<file path="src/rtl/ccff_loader_pkg.sv">
// Shared types and constants for the configuration-chain loader.
// The CCFF_READBACK_EN build option doubles the load length (see bits_per_load).
package ccff_loader_pkg;

  typedef enum logic [1:0] {
    IDLE,
    FETCH,
    SHIFT,
    DONE
  } state_t;

  localparam int unsigned CHAIN_LEN_DEF = 36;
  localparam int unsigned DATA_W_DEF    = 8;

  // With readback the bitstream goes through twice, so the second pass can be checked at the tail
  function automatic int unsigned bits_per_load(input int unsigned chain_len, input bit readback);
    return readback ? 2 * chain_len : chain_len;
  endfunction

endpackage

</file>
<file path="src/rtl/ccff_word_serializer.sv">
// Captures one bitstream word and presents it LSB-first, one bit per shift.
// Tracks the bit position inside the word and flags the word's final bit.
module ccff_word_serializer #(
  parameter int unsigned DATA_W = 8
) (
  input  logic              clk,
  input  logic              rst_n,
  input  logic              load,
  input  logic [DATA_W-1:0] data,
  input  logic              shift,
  output logic              bit_out,
  output logic              last
);

  localparam int unsigned IDX_W = (DATA_W > 1) ? $clog2(DATA_W) : 1;

  logic [DATA_W-1:0] sreg;
  logic [IDX_W-1:0]  bit_idx;

  always_ff @(posedge clk or negedge rst_n) begin
    if (!rst_n) begin
      sreg    <= '0;
      bit_idx <= '0;
    end else if (load) begin
      sreg    <= data;
      bit_idx <= '0;
    end else if (shift) begin
      sreg    <= sreg >> 1;
      bit_idx <= bit_idx + 1'b1;
    end
  end

  assign bit_out = sreg[0];
  assign last    = (bit_idx == IDX_W'(DATA_W - 1));

endmodule

</file>
<file path="src/rtl/ccff_chain_loader.sv">
// Programs a routing-block configuration chain from a valid/ready word stream.
// Build option CCFF_READBACK_EN: send the stream twice and check ccff_tail on the second pass.
module ccff_chain_loader
  import ccff_loader_pkg::*;
#(
  parameter int unsigned CHAIN_LEN = CHAIN_LEN_DEF,
  parameter int unsigned DATA_W    = DATA_W_DEF
) (
  input  logic              prog_clk,
  input  logic              prog_rst_n,
  input  logic              start,
  input  logic              cfg_valid,
  input  logic [DATA_W-1:0] cfg_data,
  output logic              cfg_ready,
  output logic              ccff_head,
  output logic              ccff_shift_en,
  input  logic              ccff_tail,
  output logic              busy,
`ifdef CCFF_READBACK_EN
  output logic              readback_err,
`endif
  output logic              done
);

`ifdef CCFF_READBACK_EN
  localparam bit READBACK = 1'b1;
`else
  localparam bit READBACK = 1'b0;
`endif

  localparam int unsigned     LOAD_BITS = bits_per_load(CHAIN_LEN, READBACK);
  localparam int unsigned     CNT_W     = $clog2(LOAD_BITS + 1);
  localparam logic [CNT_W-1:0] LAST_CNT = CNT_W'(LOAD_BITS - 1);

  state_t           state;
  logic [CNT_W-1:0] bit_cnt;
  logic             ser_bit;
  logic             ser_last;

  ccff_word_serializer #(
    .DATA_W(DATA_W)
  ) u_ser (
    .clk    (prog_clk),
    .rst_n  (prog_rst_n),
    .load   ((state == FETCH) && cfg_valid),
    .data   (cfg_data),
    .shift  (state == SHIFT),
    .bit_out(ser_bit),
    .last   (ser_last)
  );

`ifdef CCFF_READBACK_EN
  logic check_en;
`else
  logic unused_tail;
  assign unused_tail = ccff_tail;
`endif

  always_ff @(posedge prog_clk or negedge prog_rst_n) begin
    if (!prog_rst_n) begin
      state         <= IDLE;
      cfg_ready     <= 1'b0;
      ccff_head     <= 1'b0;
      ccff_shift_en <= 1'b0;
      busy          <= 1'b0;
      done          <= 1'b0;
      bit_cnt       <= '0;
`ifdef CCFF_READBACK_EN
      check_en      <= 1'b0;
      readback_err  <= 1'b0;
`endif
    end else begin
      ccff_shift_en <= 1'b0;
`ifdef CCFF_READBACK_EN
      // check_en is aligned with the registered head bit, so tail is compared while that bit is on the wire
      check_en <= 1'b0;
      if (check_en && (ccff_tail != ccff_head))
        readback_err <= 1'b1;
`endif
      unique case (state)
        IDLE, DONE: begin
          if (start) begin
            state     <= FETCH;
            cfg_ready <= 1'b1;
            busy      <= 1'b1;
            done      <= 1'b0;
            bit_cnt   <= '0;
`ifdef CCFF_READBACK_EN
            readback_err <= 1'b0;
`endif
          end
        end
        FETCH: begin
          if (cfg_valid) begin
            state     <= SHIFT;
            cfg_ready <= 1'b0;
          end
        end
        SHIFT: begin
          ccff_head     <= ser_bit;
          ccff_shift_en <= 1'b1;
          bit_cnt       <= bit_cnt + 1'b1;
`ifdef CCFF_READBACK_EN
          check_en      <= (bit_cnt >= CNT_W'(CHAIN_LEN));
`endif
          if (bit_cnt == LAST_CNT) begin
            state <= DONE;
            busy  <= 1'b0;
            done  <= 1'b1;
          end else if (ser_last) begin
            state     <= FETCH;
            cfg_ready <= 1'b1;
          end
        end
        default: state <= IDLE;
      endcase
    end
  end

endmodule

</file>
<file path="config.mk">
export PLATFORM = sky130hd
export DESIGN_NAME = ccff_chain_loader
export DESIGN_NICKNAME = d
export VERILOG_FILES = /design/src/rtl/ccff_loader_pkg.sv /design/src/rtl/ccff_word_serializer.sv /design/src/rtl/ccff_chain_loader.sv
export SDC_FILE = /design/constraint.sdc
export NUM_CORES = 1
export LEC_CHECK = 0
export ABC_AREA = 1
export BUFFER_PORTS_ARGS = -buffer_cell sky130_fd_sc_hd__buf_2
export CAP_MARGIN = 20
export CORE_UTILIZATION = 50
export DETAILED_ROUTE_END_ITERATION = 8
export GPL_TIMING_DRIVEN = 0
export PLACE_DENSITY_LB_ADDON = 0.08
export RECOVER_POWER = 100
export SYNTH_ARGS = -nofsm -noshare
export SYNTH_HDL_FRONTEND = slang
export SYNTH_HIERARCHICAL = 1
export SYNTH_SLANG_ARGS = --single-unit
</file>
<file path="constraint.sdc">
create_clock -name prog_clk -period 1.41 [get_ports prog_clk]
set_input_delay 0.141 -clock prog_clk [delete_from_list [all_inputs] [get_ports prog_clk]]
set_output_delay 0.141 -clock prog_clk [all_outputs]
set_load 0.02 [all_outputs]
</file>
==> metrics.csv, run 1 <==
metric,value,unit
critPathSlowestCell,dfrtp_1,
drive_above_1_share,28.7,%
cts_inserted_buffers,3,
synth_area_leaders,"dfrtp_1, nand2_1, nand3_1",
first_pass_iters,4,
antenna_cells,0,
core-area,2450,um2
dp_hpwl,1680,um
cp.required,1640,ps
antenna_found_initial,0,
die_width,52.9,um
grt_pass1_wl,3690,um
hold_path_depth,3,
synth-warning-count,6,
total_power,0.00292,W
critical_path.max_stage_delay,430,ps
clock_sinks,24,
multi_input_area,618,um2
dr.first_iter.drc_count,13,
holdCritPathClass,primary input to register,
postLayoutCellArea,1550,um2
hp-start,cfg_data[7],
min_to,u_ser/sreg[7]$_DFFE_PN0P_,
fin_crit,1380,ps
status,"complete, no violations",
peakVddDrop,0.00130,V
cts_tree,yes,
async_reset_ff_share,100,%
final_cells,208,
avgSynthCellArea,8.52,um2
cp_max_fo,5,
yosys_most_used_dff,dfrtp_1,
critPathArrivalTime,1610,ps
syn2layout_area_growth,19.9,%
cts-root-buf,clkbuf_4,
place_inst,198,
syn_area,1290,um2
synth_seq_cells,24,
max_slew.worst_pin.slew,585,ps
yosys.area.top_type,dfrtp_1,
reg2reg_depth,9,
wl_per_cell,11.3,um
startpoint,state[0]$_DFFE_PN0P_,
synth_cell_types,22,
grt.overflow.total,0,
synth.most_common_cell,nand2_1,
clock_latency,320,ps
drcViolationCount,0,
initial_core_util,52.8,%
synth-edff-count,0,
met1_usage,24.3,%
via_count,1039,
fin_skew,2.13,ps
drt_wl_total,2350,um
grt_use_met2,28.9,%
top_usage_layer,met2,
slew_headroom,61.0,%
ys_seq_area_share,46.4,%
grtUsageTotal,18.3,%
io_pins,18,
dieHeight,52.9,um
synth_top_area_share,46.4,%
grt_max_degree,25,
dpl_cell_area,1410,um2
finalSetupViolations,0,
p_leak,0.822,nW
drt-vias-per-instance,5.00,
synth_cells,152,
grt_pass1_vias,872,
hold_viol_final,0,
fmax,724,MHz
rsz0062_at_grt,true,
critPathKind,register to register,
cts_buffer_depth,2,
nNetsFinal,197,
fin_util,63.3,%
met3_usage,2.59,%
htreeDepth,1,
num_rows,18,
critPathCaptureType,register,
start_kind,register,
p_per_area,1880,nW/um2
drtAntennaViolNets,0,
hold_slack,11.2,ps
gp_congestion,0.786,
ff_latch_area,601,um2
clk_pin_slew,130,ps
rrSetupSlack,30,ps
port_buffers,16,
drv_cap,0,
fill_cells,216,
dieArea,2800,um2
r2r-end,state[0]$_DFFE_PN0P_,
regToRegStartpoint,state[0]$_DFFE_PN0P_,
drv_slew,0,
synth_common_cells,"nand2_1, dfrtp_1, nand3_1",
period_share,97.9,%
synth_nets,170,
cp_cell_sequence,inv_2 > ha_4 > nand2_4 > nand2_1 > inv_1 > nand2_2 > nand2_4 > nand2_2 > o21ai_2,
[through the flow]
step	worst slack, ps	TNS (ps)
6_report	29.0	0
5_1_grt	-59.7	-238
4_1_cts	7.62	0
3_5_place_dp	-142	-504
3_3_place_gp	-119	-345
2_1_floorplan	4.94	0
[area by class of cell]
class / count / area share [%]
Multi-Input combinational cell: 107 / 39.8
Inverter: 17 / 4.59
Tap cell: 30 / 2.42
Clock buffer: 3 / 1.45
Sequential cell: 24 / 38.7
Clock inverter: 1 / 1.93
Buffer: 4 / 2.66
Timing Repair Buffer: 22 / 8.46
[critical path, delay by kind of cell, from the launching register on]
family / cells / cell delay (ps)
and+or+nand+nor: 5 / 380
adders and majority gates: 1 / 300
DFF: 1 / 430
buffers and inverters: 2 / 130
AOI/OAI and AO/OA: 1 / 50
[cells by family after synthesis]
logic type / synth area share [%]
xor+xnor: 0.676
buf+inv: 8.50
compound gates: 5.31
fa+ha+maj: 4.83
flops: 46.4
simple gates: 34.3
[power breakdown]
part / switching [W] / internal, W / leakage (nW) / total, W
sequential: 0.000135 / 0.000901 / 0.311 / 0.00104
combinational: 0.000803 / 0.000580 / 0.483 / 0.00138
clock: 0.000214 / 0.000288 / 0.0279 / 0.000501
[repair_timing]
action                     in CTS  in global routing
setup endpoints to repair       9                 15
hold endpoints to repair       24                  0
hold buffers                    1                  0
buffers inserted                2                  3
resized for setup               3                  5
pin swaps                       1                  3
[state kept, by name, indices dropped and copies added, names as in the netlist]
| register | flops |
|---|---|
| u_ser/sreg | 8 |
| bit_cnt | 6 |
| u_ser/bit_idx | 3 |
| state | 2 |
| busy | 1 |
| ccff_head | 1 |
| ccff_shift_en | 1 |
| cfg_ready | 1 |
| done | 1 |
[worst max-delay path by stage]
stage                     depth (start not counted)                      to  slack [ps]
final                                             9    state[0]$_DFFE_PN0P_          30
after floorplan                                   8    state[0]$_DFFE_PN0P_           5
after CTS                                         8    state[0]$_DFFE_PN0P_           8
after detailed placement                          8    state[1]$_DFFE_PN0P_        -140
after global routing                              9  bit_cnt[3]$_DFFE_PN0P_         -60
after global placement                            8    state[0]$_DFFE_PN0P_        -120
[routing by layer]
| metal | part of all wire, % | vias to the layer above | routed length [um] |
|---|---|---|---|
| li1 | - | 536 | - |
| met1 | 48 | 485 | 1120 |
| met2 | 48 | 14 | 1130 |
| met3 | 2.6 | 4 | 61 |
| met4 | 1.7 | 0 | 40 |
| met5 | 0 | - | 0 |
[cells in the final DEF (no fill, tap or decap), drive strengths merged]
master / instances
a21boi: 1
buf: 24
bufinv: 1
clkbuf: 4
dfrtp: 24
dlygate4sd3: 1
ha: 5
inv: 17
nand2: 55
nand3: 24
nand4: 4
nor2: 10
o211ai: 1
o21ai: 6
xor2: 1
(Power assumes the default switching activity.)
==> run 2, diff against run 1 <==
--- a/config.mk
+++ b/config.mk
@@ -8,7 +8,9 @@
 export ABC_AREA = 1
 export BUFFER_PORTS_ARGS = -buffer_cell sky130_fd_sc_hd__buf_2
 export CAP_MARGIN = 20
-export CORE_UTILIZATION = 50
+export CELL_PAD_IN_SITES_DETAIL_PLACEMENT = 1
+export CELL_PAD_IN_SITES_GLOBAL_PLACEMENT = 2
+export CORE_UTILIZATION = 30
 export DETAILED_ROUTE_END_ITERATION = 8
 export GPL_TIMING_DRIVEN = 0
 export PLACE_DENSITY_LB_ADDON = 0.08
==> metrics.csv, run 2 (synthesis gave the netlist of run 1 again) <==
metric,value,unit,change
startpoint,state[0]$_DFFE_PN0P_,,
drv_slew,0,,unchanged
r2r-end,bit_cnt[3]$_DFFE_PN0P_,,
final_cell_mix,"nand2_1, dfrtp_1, nand3_1",,
htreeDepth,1,,unchanged
cts_inserted_buffers,3,,unchanged
cp_cell_sequence,inv_2 > ha_4 > nand2_8 > o21ai_4 > inv_6 > nand2_2 > nand2_1 > nand2_1 > nor2_1,,
dieArea,4580,um2,+64%
period_share,96.1,%,-1.8 points
dieHeight,67.7,um,+28%
met2_length,1560,um,+38%
final_common_cell,nand2_1,,
wl_met1,1500,um,+33%
num_rows,23,,+5
grt_max_degree,25,,unchanged
antenna_cells,0,,unchanged
cp.required,1580,ps,-60 ps
status,"complete, no violations",,
rrSetupSlack,50,ps,+30 ps
slew_headroom,58.4,%,-2.6 points
dpl_cell_area,1440,um2,+1.8%
rsz0062_at_grt,true,,
wl_met3,64,um,+4.9%
drcViolationCount,0,,unchanged
grt_pass1_wl,5130,um,+39%
critPathSlowestCell,dfrtp_1,,
setup_slack,55.0,ps,+26.0 ps
fin_crit,1360,ps,-26.0 ps
fmax,738,MHz,+1.9%
dr.first_iter.drc_count,29,,+16
postLayoutCellArea,1700,um2,+9.2%
drive_above_1_share,37.4,%,+8.7 points
fin_skew,5.39,ps,+3.26 ps
nNetsFinal,201,,+2.0%
drt_wl_total,3130,um,+33%
initial_core_util,31.7,%,-21 points
io_pins,18,,unchanged
die_width,67.7,um,+28%
first_pass_iters,4,,unchanged
hold_viol_final,0,,unchanged
drtAntennaViolNets,0,,unchanged
dp_hpwl,2170,um,+30%
clk_pin_slew,90,ps,-40 ps
critPathArrivalTime,1520,ps,-90 ps
fill_cells,472,,+120%
drt-vias-per-instance,4.75,,-5.0%
critical_path.max_stage_delay,400,ps,-30 ps
wl_per_cell,13.5,um,+20%
peakVddDrop,0.000812,V,-38%
cp_max_fo,8,,+3
cts-root-buf,clkbuf_8,,
syn2layout_area_growth,30.9,%,
dr.max_layer_used,met4,,
multi_input_area,682,um2,+10%
cts_buffer_depth,2,,unchanged
finalSetupViolations,0,,unchanged
gp_congestion,0.727,,-7.6%
p_per_area,1980,nW/um2,+5.3%
ff_latch_area,602,um2,+0.21%
core-area,4090,um2,+66%
antenna_found_initial,0,,unchanged
regToRegStartpoint,state[0]$_DFFE_PN0P_,,
clock_latency,270,ps,-50 ps
via_count,1101,,+6.0%
largest_register,u_ser/sreg,,
max_slew.worst_pin.slew,625,ps,+39.3 ps
p_leak,0.853,nW,+3.7%
pre_cts_ws,-180,ps,-38.0 ps
start_kind,register,,
cpMostUsedCell,nand2_1,,
port_buffers,16,,unchanged
grt_pass1_vias,1127,,+29%
drv_cap,0,,unchanged
grtUsageTotal,15.3,%,-3.1 points
reg2reg_depth,9,,unchanged
critPathCaptureType,register,,
hold_path_depth,3,,unchanged
holdCritPathClass,primary input to register,,
clock_sinks,24,,unchanged
hp-start,cfg_data[7],,
grt.overflow.total,0,,unchanged
largestRegisters,"u_ser/sreg (8), bit_cnt (6), u_ser/bit_idx (3)",,
cts_tree,yes,,
min_to,u_ser/sreg[7]$_DFFE_PN0P_,,
critPathKind,register to register,,
largest_register_ffs,8,,unchanged
==> run 2: how the worst max path moves through the flow <==
stage	slack [ps]	endpoint
after global routing	-50	bit_cnt[3]$_DFFE_PN0P_
after floorplan	5	state[0]$_DFFE_PN0P_
after global placement	-150	state[0]$_DFFE_PN0P_
final	50	bit_cnt[3]$_DFFE_PN0P_
after detailed placement	-180	state[1]$_DFFE_PN0P_
after CTS	0.6	u_ser/sreg[4]$_DFFE_PN0P_
==> run 2: what timing repair did <==
item,CTS,global route
cloned,0,1
setup buffers,1,7
gates resized for setup,5,27
hold buffers,1,0
hold endpoints to repair,24,0
setup endpoints to repair,11,17
pin swaps,1,7
==> run 2: layer usage <==
metal | vias up | track usage (%)
met3 | 2 | 2.03
met4 | 0 | 5.59
li1 | 546 | -
met5 | - | 0
met1 | 544 | 19.2
met2 | 9 | 26.2
==> run 2: through the flow <==
step	utilization (%)	TNS (ps)	hold WS, ps	power (W)	instances
6_report	41.5	0	76.9	0.00336	232
5_1_grt	41.5	-213	79.6	0.00363	232
4_1_cts	37.8	0	70.4	0.00302	224
3_5_place_dp	35.2	-823	171	0.00232	218
3_3_place_gp	35.2	-557	170	0.00227	218
2_1_floorplan	-	0	-155	0.00200	152
==> run 2: where the power goes <==
part / internal [W] / switching [W]
clock: 0.000380 / 0.000232
combinational: 0.000746 / 0.000939
sequential: 0.000905 / 0.000156
==> run 2: worst max-delay path, delay by kind of cell (launching register included) <==
kind	cells	cell delay [ps]
AOI/OAI and AO/OA	1	100
and+or+nand+nor	5	280
adders and majority gates	1	320
buffers and inverters	2	150
DFF	1	400
==> run 2: layout make-up <==
type | instances | share of cell area, %
timing repair buffer | 26 | 9.37
inverter | 17 | 4.35
multi-input combinational | 107 | 40.2
buffer | 4 | 2.66
clock buffer | 3 | 2.44
clock inverter | 1 | 1.77
sequential | 24 | 35.5
tap | 50 | 3.69
==> run 3, diff against run 2 <==
--- a/config.mk
+++ b/config.mk
@@ -10,7 +10,7 @@
 export CAP_MARGIN = 20
 export CELL_PAD_IN_SITES_DETAIL_PLACEMENT = 1
 export CELL_PAD_IN_SITES_GLOBAL_PLACEMENT = 2
-export CORE_UTILIZATION = 30
+export CORE_UTILIZATION = 33
 export DETAILED_ROUTE_END_ITERATION = 8
 export GPL_TIMING_DRIVEN = 0
 export PLACE_DENSITY_LB_ADDON = 0.08
==> constraint.sdc (replaced) <==
create_clock -name prog_clk -period 1.31 [get_ports prog_clk]
set_input_delay 0.1965 -clock prog_clk [delete_from_list [all_inputs] [get_ports prog_clk]]
set_output_delay 0.1965 -clock prog_clk [all_outputs]
set_load 0.02 [all_outputs]
==> metrics.csv, run 3 (synthesis gave the netlist of run 1 again) <==
metric,value,unit,change
status,"finished, violations left",,
violations,negative setup slack,,
nNetsFinal,199,,-1.0%
dieHeight,64.6,um,-4.5%
cp_cell_sequence,inv_2 > ha_4 > buf_12 > o21ai_4 > inv_6 > nand2_2 > nand2_1 > nand2_1 > nor2_1,,
grt_max_degree,25,,unchanged
fmax,721,MHz,-2.3%
hold_viol_final,0,,unchanged
critPathCaptureType,register,,
grtUsageTotal,16.5,%,+1.2 points
largestRegisters,"u_ser/sreg (8), bit_cnt (6), u_ser/bit_idx (3)",,
hold_slack,122,ps,+45.3 ps
htreeDepth,1,,unchanged
clk_pin_slew,90,ps,about the same
cp.required,1480,ps,-100 ps
cp_max_fo,9,,+1
fill_cells,457,,-3.2%
grt.overflow.total,0,,unchanged
cts_tree,yes,,
die_width,64.6,um,-4.5%
first_pass_iters,4,,unchanged
cts_buffer_depth,2,,unchanged
cts-root-buf,clkbuf_8,,
path_delay_family,flip-flops,,
grt_pass1_wl,5340,um,+4.2%
antenna_found_initial,0,,unchanged
critical_path.max_stage_delay,420,ps,+20 ps
cp_num_buf_inv,3,,+1
finalSetupViolations,6,,+6
critPathArrivalTime,1550,ps,+30 ps
holdCritPathClass,primary input to register,,
final_cell_mix,"nand2_1, dfrtp_1, nand3_1",,
fin_skew,3.39,ps,-2.00 ps
drt-vias-per-instance,4.78,,+0.74%
dr.first_iter.drc_count,28,,-3.4%
drv_slew,0,,unchanged
initial_core_util,34.8,%,+3.2 points
peakVddDrop,0.00110,V,+35%
p_per_area,2140,nW/um2,+8.0%
cts_inserted_buffers,3,,unchanged
setup_slack,-77.4,ps,-132 ps
io_pins,18,,unchanged
fin_util,44.6,%,+3.2 points
core-area,3720,um2,-9.1%
dp_hpwl,2150,um,-0.89%
cpMostUsedCell,nand2_1,,
p_leak,0.842,nW,-1.3%
final_common_cell,nand2_1,,
setup_tns,-252,ps,-252 ps
start_kind,register,,
drt_wl_total,3020,um,-3.8%
critPathSlowestCell,dfrtp_1,,
drcViolationCount,0,,unchanged
total_power,0.00355,W,+5.7%
syn2layout_area_growth,28.1,%,
largest_register,u_ser/sreg,,
drive_above_1_share,32.8,%,-4.6 points
num_rows,22,,-4.3%
gp_congestion,0.739,,+1.7%
critPathKind,register to register,,
drtAntennaViolNets,0,,unchanged
drv_cap,0,,unchanged
clock_latency,270,ps,about the same
dieArea,4180,um2,-8.8%
period_share,106,%,+9.8 points
via_count,1090,,-1.0%
slew_headroom,62.3,%,+4.0 points
rsz0062_at_grt,true,,
port_buffers,16,,unchanged
largest_register_ffs,8,,unchanged
fin_crit,1390,ps,+32.4 ps
antenna_cells,0,,unchanged
max_slew.worst_pin.slew,565,ps,-59.3 ps
wl_per_cell,13.2,um,-2.1%
clock_sinks,24,,unchanged
grt_pass1_vias,1135,,+0.71%
run 3: changes by cell type in the layout (fill, tap and decap cells not counted), sizes merged:
cell / delta
clkbuf: -6
buf: +4
run 3: timing repair:
item	CTS	global route
hold endpoints to repair	24	0
hold buffers	1	0
setup endpoints to repair	20	21
setup buffers	5	2
gates cloned	0	1
resized for setup	5	18
pin swaps	2	3
run 3: power breakdown:
group	internal, W	leakage [nW]	total [W]	switching (W)
combinational	0.000771	0.496	0.00176	0.000992
clock	0.000409	0.0357	0.000658	0.000250
sequential	0.000971	0.311	0.00113	0.000156
run 3: final timing paths:
| kind | start | end | slack [ps] | cells after the start |
|---|---|---|---|---|
| setup / recovery | state[0]$_DFFE_PN0P_ | bit_cnt[3]$_DFFE_PN0P_ | -80 | 9 |
| hold / removal | cfg_data[7] | u_ser/sreg[7]$_DFFE_PN0P_ | 120 | 3 |
| setup reg to reg | state[0]$_DFFE_PN0P_ | bit_cnt[3]$_DFFE_PN0P_ | -80 | 9 |
| hold reg to reg | u_ser/sreg[7]$_DFFE_PN0P_ | u_ser/sreg[7]$_DFFE_PN0P_ | 480 | 2 |
| max in group asynchronous | prog_rst_n | bit_cnt[2]$_DFFE_PN0P_ | 490 | 2 |
| min in group asynchronous | prog_rst_n | bit_cnt[5]$_DFFE_PN0P_ | 450 | 2 |
run 3: final cells by class:
class	count	area [um2]	area share, %
Timing Repair Buffer	25	161	9.73
Inverter	17	81.3	4.90
Buffer	3	42.5	2.56
Sequential cell	24	601	36.2
Tap cell	48	60.1	3.62
Clock inverter	1	30.0	1.81
Multi-Input combinational cell	107	642	38.7
Clock buffer	3	41.3	2.49
run 3: worst reg2reg max path, cell delays in order (launching register included):
cell and delay [ps]:
dfrtp_1 420, inv_2 80, ha_4 180, buf_12 140
o21ai_4 180, inv_6 80, nand2_2 70, nand2_1 50
nand2_1 50, nor2_1 40
run 3: layer usage:
metal | GRT usage [%] | part of all wire, % | vias up
met1 | 22.5 | 47 | 531
met3 | 2.64 | 1.9 | 4
met2 | 27.4 | 50 | 12
met4 | 3.33 | 0.70 | 0
met5 | 0 | 0 | -
li1 | - | - | 543
run 3: through the flow:
step           cells  cell area, um2  setup slack [ps]
5_1_grt          228            1660              -165
3_5_place_dp     216            1450              -127
4_1_cts          226            1590             -58.9
6_report         228            1660             -77.4
2_1_floorplan    152            1310              6.16
3_3_place_gp     216            1450              -110
